===== config.mk =====
export PLATFORM = sky130hd
export DESIGN_NAME = leaf_stream_buffer
export DESIGN_NICKNAME = d
export VERILOG_FILES = /design/src/rtl/leaf_pkg.sv /design/src/rtl/leaf_stream_fifo.sv /design/src/rtl/leaf_stream_buffer.sv
export SDC_FILE = /design/constraint.sdc
export NUM_CORES = 1
export LEC_CHECK = 0
export ABC_AREA = 1
export CAP_MARGIN = 20
export CORE_ASPECT_RATIO = 1.75
export CORE_MARGIN = 3
export CORE_UTILIZATION = 35
export CTS_BUF_LIST = sky130_fd_sc_hd__clkbuf_4
export DETAILED_ROUTE_END_ITERATION = 10
export HOLD_SLACK_MARGIN = 0.03
export PLACE_DENSITY = 0.65
export SETUP_SLACK_MARGIN = 0.4
export SYNTH_ARGS = -nofsm -noshare
export SYNTH_HDL_FRONTEND = slang
export SYNTH_SLANG_ARGS = --single-unit

===== constraint.sdc =====
create_clock -name clk_user -period 11.9 [get_ports clk_user]
set_input_delay 2.975 -clock clk_user [delete_from_list [all_inputs] [get_ports clk_user]]
set_output_delay 2.975 -clock clk_user [all_outputs]
set_load 0.05 [all_outputs]

===== src/rtl/leaf_pkg.sv =====
// Shared definitions for the leaf stream buffer: default width, channel slicing and handshake.
package leaf_pkg;

  localparam int unsigned DefaultPayloadBits = 32;

  // Low bit of channel k inside a flat bus of width-bit channels.
  function automatic int unsigned chan_lo(input int unsigned k, input int unsigned width);
    return k * width;
  endfunction

  // A transfer happens on an edge where both valid and accept are high.
  function automatic logic fire(input logic vld, input logic ack);
    return vld & ack;
  endfunction

endpackage


===== src/rtl/leaf_stream_fifo.sv =====
// One-channel first-word-fall-through FIFO with registered accept, synchronous flush and a
// saturating count of accepted words.
module leaf_stream_fifo
  import leaf_pkg::*;
#(
  parameter int unsigned PAYLOAD_BITS    = DefaultPayloadBits,
  parameter int unsigned FIFO_DEPTH_BITS = 2,
  parameter int unsigned COUNT_BITS      = 16
) (
  input  logic                    clk_i,
  input  logic                    rst_i,
  input  logic                    flush_i,
  input  logic [PAYLOAD_BITS-1:0] din_i,
  input  logic                    din_vld_i,
  output logic                    din_ack_o,
  output logic [PAYLOAD_BITS-1:0] dout_o,
  output logic                    dout_vld_o,
  input  logic                    dout_ack_i,
  output logic [COUNT_BITS-1:0]   count_o
);

  localparam int unsigned Depth = 1 << FIFO_DEPTH_BITS;
  localparam int unsigned PtrW  = FIFO_DEPTH_BITS + 1;

  logic [PAYLOAD_BITS-1:0] mem_q [Depth];
  logic [PtrW-1:0]         wptr_q, wptr_d, rptr_q, rptr_d;
  logic                    ack_q, ack_d;
  logic [COUNT_BITS-1:0]   cnt_q, cnt_d;
  logic                    empty, full_next, fired, push, pop;

  // Extra pointer MSB tells full (MSBs differ) from empty (pointers equal).
  assign empty = (wptr_q == rptr_q);
  assign fired = fire(din_vld_i, ack_q);
  assign push  = fired && !flush_i;
  assign pop   = fire(!empty, dout_ack_i) && !flush_i;

  // Next pointers, registered accept and saturating transfer count.
  always_comb begin
    wptr_d = wptr_q;
    rptr_d = rptr_q;
    if (flush_i) begin
      wptr_d = '0;
      rptr_d = '0;
    end else begin
      if (push) wptr_d = wptr_q + PtrW'(1);
      if (pop)  rptr_d = rptr_q + PtrW'(1);
    end
    full_next = (wptr_d[PtrW-1] != rptr_d[PtrW-1]) &&
                (wptr_d[FIFO_DEPTH_BITS-1:0] == rptr_d[FIFO_DEPTH_BITS-1:0]);
    ack_d = !full_next && !flush_i;
    cnt_d = cnt_q;
    // Counts producer handshakes, so it is not cleared or gated by flush.
    if (fired && (cnt_q != '1)) cnt_d = cnt_q + COUNT_BITS'(1);
  end

  // Control state with asynchronous reset.
  always_ff @(posedge clk_i or posedge rst_i) begin
    if (rst_i) begin
      wptr_q <= '0;
      rptr_q <= '0;
      ack_q  <= 1'b0;
      cnt_q  <= '0;
    end else begin
      wptr_q <= wptr_d;
      rptr_q <= rptr_d;
      ack_q  <= ack_d;
      cnt_q  <= cnt_d;
    end
  end

  // Storage array; contents are don't-care while empty since dout is gated.
  always_ff @(posedge clk_i) begin
    if (push) mem_q[wptr_q[FIFO_DEPTH_BITS-1:0]] <= din_i;
  end

  assign din_ack_o  = ack_q;
  assign dout_vld_o = !empty;
  assign dout_o     = empty ? '0 : mem_q[rptr_q[FIFO_DEPTH_BITS-1:0]];
  assign count_o    = cnt_q;

endmodule


===== src/rtl/leaf_stream_buffer.sv =====
// Per-channel elastic buffering between the leaf interface and the user kernel, one FWFT FIFO
// per direction per channel, all on clk_user.
module leaf_stream_buffer
  import leaf_pkg::*;
#(
  parameter int unsigned PAYLOAD_BITS    = DefaultPayloadBits,
  parameter int unsigned NUM_IN_PORTS    = 4,
  parameter int unsigned NUM_OUT_PORTS   = 1,
  parameter int unsigned FIFO_DEPTH_BITS = 2,
  parameter int unsigned COUNT_BITS      = 16
) (
  input  logic                                  clk_user,
  input  logic                                  reset,
  input  logic                                  flush,
  input  logic [NUM_IN_PORTS*PAYLOAD_BITS-1:0]  in_din,
  input  logic [NUM_IN_PORTS-1:0]               in_din_vld,
  output logic [NUM_IN_PORTS-1:0]               in_din_ack,
  output logic [NUM_IN_PORTS*PAYLOAD_BITS-1:0]  in_dout,
  output logic [NUM_IN_PORTS-1:0]               in_dout_vld,
  input  logic [NUM_IN_PORTS-1:0]               in_dout_ack,
  input  logic [NUM_OUT_PORTS*PAYLOAD_BITS-1:0] out_din,
  input  logic [NUM_OUT_PORTS-1:0]              out_din_vld,
  output logic [NUM_OUT_PORTS-1:0]              out_din_ack,
  output logic [NUM_OUT_PORTS*PAYLOAD_BITS-1:0] out_dout,
  output logic [NUM_OUT_PORTS-1:0]              out_dout_vld,
  input  logic [NUM_OUT_PORTS-1:0]              out_dout_ack,
  output logic [NUM_IN_PORTS*COUNT_BITS-1:0]    in_count,
  output logic [NUM_OUT_PORTS*COUNT_BITS-1:0]   out_count
);

  // Interface-to-kernel channels.
  for (genvar k = 0; k < NUM_IN_PORTS; k++) begin : g_in
    leaf_stream_fifo #(
      .PAYLOAD_BITS    (PAYLOAD_BITS),
      .FIFO_DEPTH_BITS (FIFO_DEPTH_BITS),
      .COUNT_BITS      (COUNT_BITS)
    ) u_fifo (
      .clk_i      (clk_user),
      .rst_i      (reset),
      .flush_i    (flush),
      .din_i      (in_din[chan_lo(k, PAYLOAD_BITS) +: PAYLOAD_BITS]),
      .din_vld_i  (in_din_vld[k]),
      .din_ack_o  (in_din_ack[k]),
      .dout_o     (in_dout[chan_lo(k, PAYLOAD_BITS) +: PAYLOAD_BITS]),
      .dout_vld_o (in_dout_vld[k]),
      .dout_ack_i (in_dout_ack[k]),
      .count_o    (in_count[chan_lo(k, COUNT_BITS) +: COUNT_BITS])
    );
  end

  // Kernel-to-interface channels.
  for (genvar k = 0; k < NUM_OUT_PORTS; k++) begin : g_out
    leaf_stream_fifo #(
      .PAYLOAD_BITS    (PAYLOAD_BITS),
      .FIFO_DEPTH_BITS (FIFO_DEPTH_BITS),
      .COUNT_BITS      (COUNT_BITS)
    ) u_fifo (
      .clk_i      (clk_user),
      .rst_i      (reset),
      .flush_i    (flush),
      .din_i      (out_din[chan_lo(k, PAYLOAD_BITS) +: PAYLOAD_BITS]),
      .din_vld_i  (out_din_vld[k]),
      .din_ack_o  (out_din_ack[k]),
      .dout_o     (out_dout[chan_lo(k, PAYLOAD_BITS) +: PAYLOAD_BITS]),
      .dout_vld_o (out_dout_vld[k]),
      .dout_ack_i (out_dout_ack[k]),
      .count_o    (out_count[chan_lo(k, COUNT_BITS) +: COUNT_BITS])
    );
  end

endmodule


-- Yosys cells after proc, flatten, opt, wreduce, memory -nomap -nowiden
Memory sizes are Yosys's and may differ from the RTL's.
Cells that the tools add are included.
- add/sub/neg operators: 15
- eq/ne operators: 20
- multiplexer cells: 35
- bitwise logic cells: 10
- reductions and logical operators: 36
- operator list (operator ; number):
    32-bit two-way mux ; 5
    16-bit by 1-bit adder with 16-bit output, second input constant ; 5
    16-bit inequality test, second input constant ; 5
    3-bit two-way mux ; 20
    3-bit by 1-bit adder with 3-bit output, second input constant ; 10
    1-bit logical AND ; 25
    3-bit equality test ; 5
    1-bit zero test ; 11
    1-bit bitwise AND ; 10
    2-bit equality test ; 5
    1-bit two-way mux ; 10
    1-bit inequality test ; 5
- bits in registers: 115
- bits in writable memories: 640
- bits of input ports: 173
- output and inout port bits: 250
- memories kept: 5
- memory list (memory ; depth ; width ; read ports ; clocked after Yosys merged registers in ; wr ports ; line ; source):
    g_in[0].u_fifo.mem_q ; 4 ; 32 ; 1 ; 0 ; 1 ; leaf_stream_fifo.sv:25 ; logic [PAYLOAD_BITS-1:0] mem_q [Depth];
    g_in[1].u_fifo.mem_q ; 4 ; 32 ; 1 ; 0 ; 1 ; leaf_stream_fifo.sv:25 ;
    g_in[2].u_fifo.mem_q ; 4 ; 32 ; 1 ; 0 ; 1 ; leaf_stream_fifo.sv:25 ;
    g_in[3].u_fifo.mem_q ; 4 ; 32 ; 1 ; 0 ; 1 ; leaf_stream_fifo.sv:25 ;
    g_out[0].u_fifo.mem_q ; 4 ; 32 ; 1 ; 0 ; 1 ; leaf_stream_fifo.sv:25 ;

-- Logic depth before layout (Yosys ltp)
Gate-level depths: netlist of the first run.
- depth after elaboration: 10
- mapped depth: 12
- mapped depth without buffers: 12

-- Modules after synthesis
Synthesis of the first run repeated with hierarchy kept, for this count alone.
- cell total of the unflattened synthesis: 2654
- area, all modules: 31341.3 sq um
- modules (own cells, without submodules) (module ; times used ; cells each ; area an instance (sq um)):
    leaf_stream_fifo (g_in[1].u_fifo ...) ; 4 ; 530 ; 6266.0
    leaf_stream_fifo (g_in[0].u_fifo) ; 1 ; 534 ; 6277.3

-- Worst setup path after synthesis of the first run
Ideal clock, no wire load.
- kind: input -> register
- from: input flush
- to: memory g_in[3].u_fifo.mem_q[0][0] (netlist bit) (enable)
- arrival time: 4.721 ns
- path slack: 6.758 ns
- stages: 4
- path buffers: 1
- cell sequence: inv_2 > buf_2 > nand2_1 > nor2_1
- cells in the longest elaborated chain, start to end: 4
- RTL lines (what ; line ; source):
    start: declaration ; leaf_stream_buffer.sv:14 ; input logic flush,
    1-bit zero test ; leaf_stream_fifo.sv:34 ; assign push = fired && !flush_i;
    1-bit logical AND ; leaf_stream_fifo.sv:34 ;
    1-bit two-way mux ; leaf_stream_fifo.sv:73 ; if (push) mem_q[wptr_q[FIFO_DEPTH_BITS-1:0]] <= din_i;
    1-bit two-way mux (implied by the code) ; leaf_stream_fifo.sv:73 ;
    end: declaration ; leaf_stream_fifo.sv:25 ;
Every way passes these cells.

-- Worst setup path in the final report of the first run
- from: register g_out[0].u_fifo.rptr_q[0]
- to: output out_dout[10]
- cells in the longest elaborated chain, start to end: 2
- RTL lines (what ; line ; source):
    start: declaration ; leaf_stream_fifo.sv:26 ; logic [PtrW-1:0] wptr_q, wptr_d, rptr_q, rptr_d;
    start signal: assignment ; leaf_stream_fifo.sv:65 ; rptr_q <= rptr_d;
    memory 4 x 32 bit / 3-bit equality test (equally long branches) ; n/a ;
    32-bit two-way mux (*) ; leaf_stream_fifo.sv:78 ; assign dout_o = empty ? '0 : mem_q[rptr_q[FIFO_DEPTH_BITS-1:0]];
    end: declaration ; leaf_stream_buffer.sv:24 ; output logic [NUM_OUT_PORTS*PAYLOAD_BITS-1:0] out_dout,
Every way passes the cells marked *; elsewhere a longest branch is shown, timed or not.

==> results.txt, run 1 <==
The run finished with clean final reports. The number of nets handed over by synthesis was a little under 3000. Traced cell by cell, the critical path runs through buf_4 > clkinv_1 > buf_4 > o21ai_0 > o22ai_1 > nand2_1 > inv_1 > clkdlybuf4s50_1. The capturing element type of the critical path is an output port. The number of antenna violations at the first check in global routing is 7. The remaining antenna violation count after routing is 0. The detailed placer's ending HPWL came out at 50700 microns.

The count of synthesis-stage warnings from yosys is 0. STA classifies the critical path startpoint as a register. During placement, the flow inserted port buffers numbering 422. The clock root buffer is sky130_fd_sc_hd__clkbuf_4. The path class of the lowest-slack min-delay path is register to register.

The power density over cell area came out at around 180 mW/mm^2. The count of different cell masters after synthesis came out at 35. The row count came out at around 140. The full die area is just over 0.09 sq mm. The analysis attributes to cell leakage a power of 14.6 nW.

The layout net count is between 3000 and 4000. Across the routed clock network, the largest skew measured is between 0.06 and 0.07 ns. Hold repair after CTS inserted 0 buffers.

The post-synthesis share of cell area spent on and, or, nand and nor gates came out at 13.0%. The depth of the CTS H-tree is 4. Across the VDD grid, the largest voltage drop is between 0.1 and 0.15 mV. After synthesis, the mean cell area works out to 11.6 sq um. Sorting the synthesized cells by area gives the leading types as sky130_fd_sc_hd__edfxtp_1 (61%), sky130_fd_sc_hd__dfrtp_1 (9.2%), sky130_fd_sc_hd__nor2_1 (6.9%), sky130_fd_sc_hd__o21ai_0 (5.4%), sky130_fd_sc_hd__nand2_1 (3.1%). Before antenna repair, the detailed router went through 5 iterations. The worst-path cell with the longest stage delay is sky130_fd_sc_hd__clkdlybuf4s50_1. In this run, synthesis inferred 640 flip-flops with an integrated enable.

The fraction of post-synthesis cell area in the top cell type by area is roughly 61%. The buffer levels on the longest clock path is 3. At the worst endpoint, the required time is slightly below 9 ns. The relative slew slack came out at between 30% and 40%. The post-synthesis cell area is roughly 0.031 sq mm. The floorplan step set the die width to between 200 and 250 microns. The register bit total from synthesis is 755.

Synthesis handed over a netlist of 2711 instances. The number of failing hold endpoints at the final stage came out at 0. The clock-pin slew on the worst setup and hold paths came out at roughly 0.060 ns. Setup repair after global routing left no endpoint under its margin. The global-route wire length before repair is 120000 microns.

The time the worst path needs with I/O delays and setup came out at 7.28 ns. Of all flip-flops after synthesis, the portion carrying an async set or reset was 15.2%. Among all cell types in the netlist, the one instantiated most often is sky130_fd_sc_hd__edfxtp_1. The average wire per cell in the routed design came out at ~18 microns.

Sorting the synthesized cells by how often they occur yields sky130_fd_sc_hd__edfxtp_1 (640), sky130_fd_sc_hd__nor2_1 (577), sky130_fd_sc_hd__o21ai_0 (340), sky130_fd_sc_hd__nand2_1 (257), sky130_fd_sc_hd__inv_1 (180). The clock latency on the worst-skew pair is 1.05 ns. The total via count after detailed routing is about 22000. The most frequent cell on the critical path is sky130_fd_sc_hd__buf_4. The number of sinks on the clock net is 755. The XOR/XNOR share of the synthesized area is 2.64%. The clock tree from TritonCTS is built. Sequential cells were found to cover about 70% of the synthesized design area.

The leftover overflow at the end of global routing came out at 0. The data arrival time of the worst path came out at about 4.3 ns. The DRC violation count after routing is 0.

Entering global routing, the biggest net connects 70 pins. For the final routed database, the setup TNS stands at 0 ns. The worst setup path is of the register to output port kind. The number of setup buffers added after CTS is 0. The total routing usage reported by global routing came out at 16.8%. After detailed routing, the number of vias per cell comes to between 4 and 5. The final estimated routing congestion in global placement is roughly 0.80.

The number of setup violations in the final report is 0. The achievable clock frequency is between 100 and 150 MHz. The height of the die came out at between 400 and 500 microns. By area, the combinational part of the netlist is dominated by simple AND/OR/NAND/NOR gates. The first routing iteration left between 1000 and 1500 violations.

Among all flip-flop cells after synthesis, the most frequent one is sky130_fd_sc_hd__edfxtp_1. The largest stage delay on the critical path is ~0.70 ns. The area fraction in compound gates after synthesis is under 10%. The maximum fanout encountered on the critical timing path came out at between 60 and 70. For this run, the share of the core covered by cells in the final layout is between 40 and 50%. After layout, the worst path uses roughly 60% of the clock period.

The layout cell share with drive strength beyond 1 is around an eighth. Gates resized during post-CTS repair numbered 0. The multiplexer share of the synthesized area is 0%.

The total count of max-transition violations in the final report is 0. The clock buffer count from CTS is approximately 170. The max-cap check violation count came out at 0.

The total routed wirelength came out at between 70000 and 80000 microns. The biggest area contributor in the post-synthesis netlist is sky130_fd_sc_hd__edfxtp_1. The area added between synthesis and finish is 24.5%. At the pin with the least slew margin, the transition time is 0.997 ns. The starting density of the core came out at between 30% and 40%. The via count of the first global-routing pass was around 22000. After Yosys synthesis, full adders, half adders and majority gates account for ~1.2% of the synthesized area. The count of boundary I/O pins came out at approximately 420. In this run the standard cell core region covers about 0.09 sq mm.
==> flip-flops by register name (all words and copies together), names as in the netlist <==
name	count
g_in.u_fifo.din_ack_o	4
g_out.u_fifo.count_o	16
g_in.u_fifo.count_o	64
g_in.u_fifo.wptr_q	12
g_out.u_fifo.mem_q	128
g_out.u_fifo.wptr_q	3
g_out.u_fifo.rptr_q	3
g_in.u_fifo.mem_q	512
g_out.u_fifo.din_ack_o	1
g_in.u_fifo.rptr_q	12
==> routing by layer <==
layer  up-vias  global-route usage, %  routed length, microns
li1      10450                      -                       -
met1     10344                   17.9                   29800
met2       622                   29.8                   41500
met3       134                   5.93                    6090
met4         4                   7.12                    2190
met5         -                      0                      33
==> power by group <==
group / internal, mW / total [mW] / switching [mW] / leakage [nW]
clock: 1.06 / 2.06 / 0.997 / 1.34
combinational: 0.598 / 2.01 / 1.41 / 6.06
sequential: 2.96 / 3.05 / 0.0871 / 7.24
==> per-stage QoR <==
stage | instance area (sq um) | hold WS [ns] | instances | worst slack (ns) | total power, mW
2_1_floorplan | 31400 | 0.562 | 2711 | 5.88 | 4.41
3_3_place_gp | 36800 | 0.481 | 4201 | 5.55 | 5.12
3_5_place_dp | 36800 | 0.488 | 4201 | 5.41 | 5.13
4_1_cts | 39100 | 0.497 | 4510 | 4.12 | 7.23
5_1_grt | 39100 | 0.505 | 4515 | 4.17 | 7.49
6_report | 39100 | 0.490 | 4516 | 4.62 | 7.12
==> worst paths after layout <==
path                                                   startpoint                                      to  slack [ns]  cells after the start
min                        g_in[2].u_fifo.count_o[10]$_DFFE_PP0P_  g_in[2].u_fifo.count_o[10]$_DFFE_PP0P_        0.49                      1
max in group asynchronous                                   reset      g_in[1].u_fifo.rptr_q[0]$_DFF_PP0_        8.08                      3
max reg2reg                   g_out[0].u_fifo.rptr_q[1]$_DFF_PP0_     g_out[0].u_fifo.din_ack_o$_DFF_PP0_        8.97                     12
min reg2reg                g_in[2].u_fifo.count_o[10]$_DFFE_PP0P_  g_in[2].u_fifo.count_o[10]$_DFFE_PP0P_        0.49                      1
max                           g_out[0].u_fifo.rptr_q[0]$_DFF_PP0_                            out_dout[10]        4.62                      8
min in group asynchronous                                   reset   g_in[2].u_fifo.count_o[2]$_DFFE_PP0P_        2.44                      2
==> worst max-delay path, delay by kind of cell, from the launching register on <==
kind | cells | cell delay, ns
AOI/OAI and AO/OA | 2 | 0.40
DFF | 1 | 0.34
buffers and inverters | 5 | 2.34
and+or+nand+nor | 1 | 0.09
==> layout by cell type, fill, tap and decap left out, types with 5 or more instances in the layout <==
cell type,instances
sky130_fd_sc_hd__a21oi_1,113
sky130_fd_sc_hd__buf_4,40
sky130_fd_sc_hd__clkbuf_4,251
sky130_fd_sc_hd__clkdlybuf4s50_1,421
sky130_fd_sc_hd__clkinv_1,30
sky130_fd_sc_hd__clkinv_2,18
sky130_fd_sc_hd__dfrtp_1,110
sky130_fd_sc_hd__dfrtp_2,5
sky130_fd_sc_hd__diode_2,5
sky130_fd_sc_hd__edfxtp_1,640
sky130_fd_sc_hd__ha_1,30
sky130_fd_sc_hd__inv_1,178
sky130_fd_sc_hd__inv_2,10
sky130_fd_sc_hd__nand2_1,257
sky130_fd_sc_hd__nand2_2,7
sky130_fd_sc_hd__nand3_1,51
sky130_fd_sc_hd__nand3_2,14
sky130_fd_sc_hd__nand4_1,30
sky130_fd_sc_hd__nor2_1,559
sky130_fd_sc_hd__nor2_2,26
sky130_fd_sc_hd__nor3_1,17
sky130_fd_sc_hd__nor4_1,5
sky130_fd_sc_hd__o21ai_0,340
sky130_fd_sc_hd__o22ai_1,64
sky130_fd_sc_hd__xnor2_1,36
sky130_fd_sc_hd__xor2_1,57
==> cells by family (layout without fill, tap and decap cells) <==
logic type | count (synthesis) | count (layout)
simple gates | 983 | 983
xor+xnor | 94 | 94
compound gates | 518 | 518
other cells | 0 | 5
buf+inv | 331 | 963
fa+ha+maj | 30 | 30
flops | 755 | 755
==> final cells by class <==
class	count	area [sq um]
clock inverter	58	380
antenna	5	12.5
sequential	755	22100
fill	8160	49300
inverter	191	722
multi-input combinational	1625	8020
clock buffer	251	1880
tap	1168	1460
timing repair buffer	463	4550
Note: power is estimated with default switching activity, not from simulation.
==> run 2: changes to the inputs <==
==> constraint.sdc (replaced) <==
create_clock -name clk_user -period 6.7 [get_ports clk_user]
set_input_delay 1.675 -clock clk_user [delete_from_list [all_inputs] [get_ports clk_user]]
set_output_delay 1.675 -clock clk_user [all_outputs]
set_load 0.05 [all_outputs]
==> results.txt, run 2 (synthesized netlist as in run 1, its figures left out) <==
The layout cell share with drive strength beyond 1 came out at 12.0% (+0.023 points). The worst setup path is launched from a register. The count of boundary I/O pins came out at 423 (unchanged).

Of the available clock period, the critical path in the final layout requires about 87%. The height of the die came out at 402 microns (unchanged). The clock tree from TritonCTS is built. The max-cap check violation count was 0 (unchanged). The library cell used most frequently in the layout, excluding fill and tap cells, is sky130_fd_sc_hd__edfxtp_1. The via density per instance is 4.82 (+1.1%).

The maximum fanout encountered on the critical timing path came out at 54 (-22%). The detailed placer's ending HPWL is 51700 microns (+2.0%). The total power consumption of the routed design is 12.7 mW (+78%). The critical path is of the register to output port type. The run finished with clean final reports.

The clock buffer count from CTS is 172 (+0.58%). The post-CTS setup buffer count is 0 (unchanged). The worst setup path is captured at an output port.

The area added between synthesis and finish came out at 24.6% (about the same). The layout net count is 3412 (+0.059%). The via count of the first global-routing pass came out at 22480 (+4.5%).

The depth of the CTS H-tree came out at 4 (unchanged). The full die area came out at 0.0936 sq mm (unchanged). The maximum number of pins on one net before global-route repair is 68 (-2.9%). The quantity of hold-fixing buffers added after cts is 0 (unchanged). The total routed wirelength is 81100 microns (+1.9%). The required time reported for the critical path endpoint is 5.03 ns (-3.90 ns). The top cell types in the final layout, fill and taps aside, are sky130_fd_sc_hd__edfxtp_1 (640), sky130_fd_sc_hd__nor2_1 (559), sky130_fd_sc_hd__clkdlybuf4s50_1 (421), sky130_fd_sc_hd__o21ai_0 (340), sky130_fd_sc_hd__nand2_1 (257). CTS placed an instance of sky130_fd_sc_hd__clkbuf_4 at the clock tree root. The total leakage power is 14.7 nW (about the same). The number of instances in the placed design is 4203 (+0.048%). The slew at the pin closest to its max-slew limit came out at 0.982 ns (-0.0149 ns).

The number of gates resized after CTS came out at 0 (unchanged). The global-route wire length before repair came to 124000 microns (+3.1%). The die span in x is 233 microns (unchanged). The total iterations of the first detailed-routing run is 5 (unchanged). The total via count after detailed routing came out at 21829 (+1.3%). The number of I/O port buffers came to 422 (unchanged). The final estimated routing congestion in global placement came to 0.774 (-3.3%). The DRC violation count after routing came out at 0 (unchanged). The achievable clock frequency came out at between 150 and 200 MHz. The buffer levels on the longest clock path is 3 (unchanged). The final sum of negative setup slack came out at 0 ns (unchanged). The remaining antenna violation count after routing came out at 0 (unchanged). The average wire per cell in the routed design came out at 17.9 microns (+1.7%). The number of DRC violations after detailed-routing iteration 0 was 1050 (-3.9%).

The clock latency on the worst-skew pair is 1.09 ns (+0.04 ns). The number of setup violations in the final report is 0 (unchanged). The total count of max-transition violations in the final report is 0 (unchanged). The clock-pin slew on the worst setup and hold paths came to 0.07 ns (about the same). The leftover overflow at the end of global routing came out at 0 (unchanged). The starting density of the core came out at 35.5% (unchanged). The row count came out at 144 (unchanged).

The total routing usage reported by global routing is 17.2% (+0.42 points). The time the worst path needs with I/O delays and setup came out at just under 6 ns. The maximum ir drop on the vdd rail came out at 0.228 mV (+52%). The worst hold path belongs to the class register to register.

The number of antenna violations at the first check in global routing is 15 (+8). The count of non-filler cells in the finished layout is 4525 (+0.20%). The number of failing hold endpoints at the final stage was 0 (unchanged). The flip-flop count of the largest register after layout was 512 (unchanged). The data arrival time of the worst path came out at 4.17 ns (-0.14 ns).

The relative slew slack is 34.5% (+1.1 points). The final worst hold slack is 0.488 ns (-0.00229 ns). The clock tree skew after final layout is 0.0569 ns (-0.00696 ns). The area of the placeable core is 0.0885 sq mm (unchanged). The number of sinks on the clock net was 755 (unchanged).

The power density over cell area came out at 324 mW/mm^2 (+78%). Setup repair after global routing left no endpoint under its margin.
run 2: changes by cell type in the layout (fill, tap and decap cells not counted), sizes merged:
cell      change
diode         +7
inv           +5
clkinv        -4
buf           +1
clkbuf        +1
clkinvlp      -1
run 2: through the flow:
step	utilization, %	setup slack, ns	area [sq um]
CTS	44.2	0.623	39100
global route	44.3	0.387	39100
detailed placement	41.7	1.87	36900
finish	44.3	0.851	39100
floorplan	-	1.98	31400
global placement	41.6	1.84	36800
run 2: final timing paths:
kind / cells past startpoint / slack, ns / from / endpoint
min in group asynchronous: 2 / 1.10 / reset / g_in[2].u_fifo.count_o[0]$_DFFE_PP0P_
worst min register to register: 1 / 0.49 / g_in[2].u_fifo.count_o[10]$_DFFE_PP0P_ / g_in[2].u_fifo.count_o[10]$_DFFE_PP0P_
worst max-delay path: 6 / 0.85 / g_in[1].u_fifo.rptr_q[0]$_DFF_PP0_ / in_dout[43]
worst min-delay path: 1 / 0.49 / g_in[2].u_fifo.count_o[10]$_DFFE_PP0P_ / g_in[2].u_fifo.count_o[10]$_DFFE_PP0P_
worst max register to register: 11 / 4.03 / g_out[0].u_fifo.rptr_q[1]$_DFF_PP0_ / g_out[0].u_fifo.din_ack_o$_DFF_PP0_
max in group asynchronous: 3 / 4.40 / reset / g_in[0].u_fifo.rptr_q[0]$_DFF_PP0_
run 2: critical path, stage by stage (launching register included):
cell,delay (ns)
sky130_fd_sc_hd__dfrtp_2,0.51
sky130_fd_sc_hd__buf_4,0.34
sky130_fd_sc_hd__inv_1,0.51
sky130_fd_sc_hd__buf_4,0.45
sky130_fd_sc_hd__o21ai_0,0.15
sky130_fd_sc_hd__a21oi_1,0.30
sky130_fd_sc_hd__clkdlybuf4s50_1,0.87
run 2: area by class of cell:
type	count	area, sq um
timing repair buffer	464	4550
sequential	755	22100
clock buffer	252	1890
multi-input combinational	1625	8020
tap	1168	1460
antenna	12	30.0
inverter	191	722
clock inverter	58	370
fill	8157	49300
run 2: layer usage:
| layer | wire length [microns] | part of all wire [%] | up-vias | track usage (%) |
|---|---|---|---|---|
| met1 | 30300 | 37 | 10536 | 18.3 |
| met2 | 41900 | 52 | 667 | 30.4 |
| met3 | 6100 | 7.5 | 159 | 5.81 |
| met5 | 72 | 0.089 | - | 0 |
| li1 | - | - | 10457 | - |
| met4 | 2660 | 3.3 | 10 | 7.88 |
run 2: report_power, final:
group	switching, mW	internal, mW	total, mW
clock network	1.80	1.89	3.70
registers	0.171	5.26	5.43
logic	2.50	1.06	3.56
total	4.48	8.22	12.7
==> run 3: changes to the inputs <==
--- a/config.mk
+++ b/config.mk
@@ -7,13 +7,15 @@
 export LEC_CHECK = 0
 export ABC_AREA = 1
 export CAP_MARGIN = 20
+export CELL_PAD_IN_SITES_DETAIL_PLACEMENT = 0
+export CELL_PAD_IN_SITES_GLOBAL_PLACEMENT = 1
 export CORE_ASPECT_RATIO = 1.75
 export CORE_MARGIN = 3
-export CORE_UTILIZATION = 35
+export CORE_UTILIZATION = 39
 export CTS_BUF_LIST = sky130_fd_sc_hd__clkbuf_4
 export DETAILED_ROUTE_END_ITERATION = 10
 export HOLD_SLACK_MARGIN = 0.03
-export PLACE_DENSITY = 0.65
+export PLACE_DENSITY = 0.82
 export SETUP_SLACK_MARGIN = 0.4
 export SYNTH_ARGS = -nofsm -noshare
 export SYNTH_HDL_FRONTEND = slang
==> results.txt, run 3 (synthesized netlist as in run 1, its figures left out) <==
The height of the die came out at 382 microns (-5.2%). The data arrival time of the worst path came out at 3.89 ns (-0.28 ns). The clock tree skew after final layout is 0.0542 ns (-0.00268 ns). The row count is 137 (-4.9%).

The total via count after detailed routing came out at 21786 (-0.20%). The max-cap check violation count came out at 0 (unchanged). The area growth from synthesis to layout is 24.1%. The total routing usage reported by global routing is 18.7% (+1.6 points). The via density per instance is 4.95 (+2.7%). The sequential share of power is 42.9% (about the same). The total routed wirelength was 78900 microns (-2.7%). The worst reg2reg path startpoint is g_out[0].u_fifo.rptr_q[1]$_DFF_PP0_. The detailed placer's ending HPWL is 50300 microns (-2.7%).

The clock buffer count from CTS came out at 171 (-0.58%). The time the worst path needs with I/O delays and setup is 5.57 ns (-0.281 ns). The final clock period utilization by the worst path is 83.1% (-4.2 points). The maximum number of pins on one net before global-route repair is 68 (unchanged). The critical path is of the register to output port type. The flow ran to the end, and the final reports show no timing, DRC or antenna violations.

Counting stages on the worst path, the most repeated cell is sky130_fd_sc_hd__nand2_1. The layout cell share with drive strength beyond 1 came out at 11.8% (-0.23 points). The average wire per cell in the routed design came out at 17.9 microns (+0.13%). The internal power consumption came out at 8.24 mW (+0.26%). The clock root buffer is sky130_fd_sc_hd__clkbuf_4. The number of sinks on the clock net came to 755 (unchanged). The number of DRC violations after detailed-routing iteration 0 was 1133 (+7.9%). Traced cell by cell, the critical path runs through clkinv_2 > nand2_1 > nand2_1 > nand3_2 > inv_1 > buf_16 > a21oi_1 > clkdlybuf4s50_1. The clock-pin slew on the worst setup and hold paths came out at 0.07 ns (about the same). The total count of max-transition violations in the final report came out at 0 (unchanged). The clock tree from TritonCTS is built. The start point of the worst hold path is g_in[1].u_fifo.count_o[14]$_DFFE_PP0P_.

The reg-to-reg setup timing slack came out at 3.96 ns (-0.07 ns). The portion of total power attributed to combinational logic came out at 28.0% (about the same). The number of buffers and inverters on the critical path is 4 (unchanged). The remaining antenna violation count after routing is 0 (unchanged). The cell family with the largest share of critical-path delay is buffers and inverters.

The area of the placeable core is 0.0797 sq mm (-9.9%). The relative slew slack came to 32.2% (-2.3 points). The maximum ir drop on the vdd rail is 0.223 mV (-1.9%). The flip-flop count of the largest register after layout is 512 (unchanged).

The kind of start point of the critical path is a register. The achievable clock frequency is 180 MHz (+5.0%). The clock latency on the worst-skew pair came out at 1.06 ns (-0.03 ns).

The slew at the pin closest to its max-slew limit is 1.02 ns (+0.0338 ns). The worst hold path belongs to the class register to register. Setup repair after global routing left no endpoint under its margin. The required time reported for the critical path endpoint came out at 5.03 ns (about the same). The power density over cell area came out at 325 mW/mm^2 (+0.13%). The number of gates resized after CTS was 0 (unchanged). The switching power summed over all nets came to 4.42 mW (-1.2%).

The full die area is 0.0842 sq mm (-10%). The clock share of power came to 29.1% (about the same). The leftover overflow at the end of global routing came to 0 (unchanged). The cell depth of the worst flop-to-flop path came to 10 (-1). The depth of the CTS H-tree is 4 (unchanged). The quantity of hold-fixing buffers added after cts is 0 (unchanged). The die span in x was 221 microns (-5.1%). The worst-path cell with the longest stage delay is sky130_fd_sc_hd__clkdlybuf4s50_1. The total leakage power is 14.6 nW (about the same). The capturing element type of the critical path is an output port. The switching share of power is 34.9% (-0.33 points).

The end point of the most critical hold path is g_in[1].u_fifo.count_o[14]$_DFFE_PP0P_. The number of I/O port buffers came out at 422 (unchanged). The count of boundary I/O pins was 423 (unchanged). The starting density of the core came out at 39.4% (+3.9 points). The number of stages on the worst hold path is 1 (unchanged). The final estimated routing congestion in global placement is 0.800 (+3.4%). The DRC violation count after routing came to 0 (unchanged). The number of failing hold endpoints at the final stage is 0 (unchanged). The final worst hold slack came out at 0.498 ns (+0.0100 ns). The layout net count is 3411 (-0.029%).

The buffer levels on the longest clock path is 3 (unchanged). The endpoint identified for the worst register-to-register timing path is g_out[0].u_fifo.din_ack_o$_DFF_PP0_. The largest stage delay on the critical path came out at 0.87 ns (about the same).

The global-route wire length before repair came out at 121000 microns (-2.6%). The number of fill cells came out at 7175 (-12%). The post-CTS setup buffer count is 0 (unchanged). The total iterations of the first detailed-routing run is 5 (unchanged).

The via count of the first global-routing pass came out at 22158 (-1.4%). The maximum fanout encountered on the critical timing path was 34 (-37%). Leaving out fill and tap cells, the most frequent cells in the layout are sky130_fd_sc_hd__edfxtp_1 (640), sky130_fd_sc_hd__nor2_1 (559), sky130_fd_sc_hd__clkdlybuf4s50_1 (422), sky130_fd_sc_hd__o21ai_0 (340), sky130_fd_sc_hd__nand2_1 (257). The number of antenna violations at the first check in global routing is 10 (-5). Leaving out fill and tap cells, the most frequent cell in the layout is sky130_fd_sc_hd__edfxtp_1. The number of setup violations in the final report came to 0 (unchanged). The final sum of negative setup slack is 0 ns (unchanged).
-- run 3: changes by cell type in the layout (fill, tap and decap cells not counted), moves of 2 or more --
cell / change
sky130_fd_sc_hd__inv_6: -3
sky130_fd_sc_hd__clkinv_1: +5
sky130_fd_sc_hd__clkinv_4: +2
sky130_fd_sc_hd__clkbuf_4: -10
sky130_fd_sc_hd__clkinv_2: +3
sky130_fd_sc_hd__bufinv_16: +2
-- run 3: cell type report --
cell class / instances / area (sq um) / share of cell area, %
Clock buffer: 242 / 1820 / 4.66
Sequential cell: 755 / 22100 / 56.7
Inverter: 191 / 722 / 1.85
Clock inverter: 66 / 452 / 1.16
Multi-Input combinational cell: 1625 / 8010 / 20.5
Timing Repair Buffer: 464 / 4560 / 11.7
Antenna cell: 13 / 32.5 / 0.0834
Tap cell: 1042 / 1300 / 3.34
-- run 3: worst max path at each step --
| stage | startpoint | cells after the start | to | slack (ns) |
|---|---|---|---|---|
| floorplan | reset | 1 | g_in[0].u_fifo.count_o[0]$_DFFE_PP0P_ | 1.98 |
| global placement | g_in[1].u_fifo.rptr_q[1]$_DFF_PP0_ | 7 | in_dout[49] | 1.91 |
| detailed placement | g_in[1].u_fifo.rptr_q[1]$_DFF_PP0_ | 7 | in_dout[51] | 1.91 |
| CTS | g_in[1].u_fifo.rptr_q[1]$_DFF_PP0_ | 7 | in_dout[51] | 0.68 |
| global route | g_out[0].u_fifo.rptr_q[1]$_DFF_PP0_ | 7 | out_dout[6] | 0.64 |
| finish | g_in[1].u_fifo.rptr_q[1]$_DFF_PP0_ | 8 | in_dout[51] | 1.13 |
-- run 3: power by group through the flow --
stage / registers [mW] / clock network [mW] / logic, mW
CTS: 5.43 / 3.84 / 3.57
global route: 5.45 / 4.07 / 3.80
global placement: 5.52 / 0 / 3.54
detailed placement: 5.53 / 0 / 3.56
finish: 5.43 / 3.69 / 3.55
floorplan: 5.81 / 0 / 2.01
-- run 3: layer usage --
metal,vias up,track usage (%),routed length (microns)
met5,-,0,34
met4,6,7.52,2300
met3,161,7.24,6530
met2,659,32.6,40100
met1,10496,20.4,29900
li1,10464,-,-
-- run 3: per-stage QoR --
step / instance area, sq um / power, mW / util [%] / setup WS, ns / std cells
5_1_grt: 39000 / 13.3 / 48.9 / 0.642 / 4395
6_report: 39000 / 12.7 / 48.9 / 1.13 / 4398
3_5_place_dp: 36700 / 9.09 / 46.0 / 1.91 / 4076
2_1_floorplan: 31400 / 7.83 / - / 1.98 / 2711
3_3_place_gp: 36700 / 9.07 / 46.0 / 1.91 / 4076
4_1_cts: 38900 / 12.8 / 48.9 / 0.677 / 4384
-- run 3: worst reg2reg max path: stages (launching register included) --
cell                      delay (ns)
sky130_fd_sc_hd__dfrtp_1        0.39
sky130_fd_sc_hd__inv_2          0.46
sky130_fd_sc_hd__nand2_1        0.13
sky130_fd_sc_hd__nand2_1        0.09
sky130_fd_sc_hd__nand3_2        0.68
sky130_fd_sc_hd__nand2_1        0.35
sky130_fd_sc_hd__nand2_1        0.13
sky130_fd_sc_hd__nand4_1        0.09
sky130_fd_sc_hd__nand2_1        0.07
sky130_fd_sc_hd__nor2_1         0.14
sky130_fd_sc_hd__a21oi_1        0.08
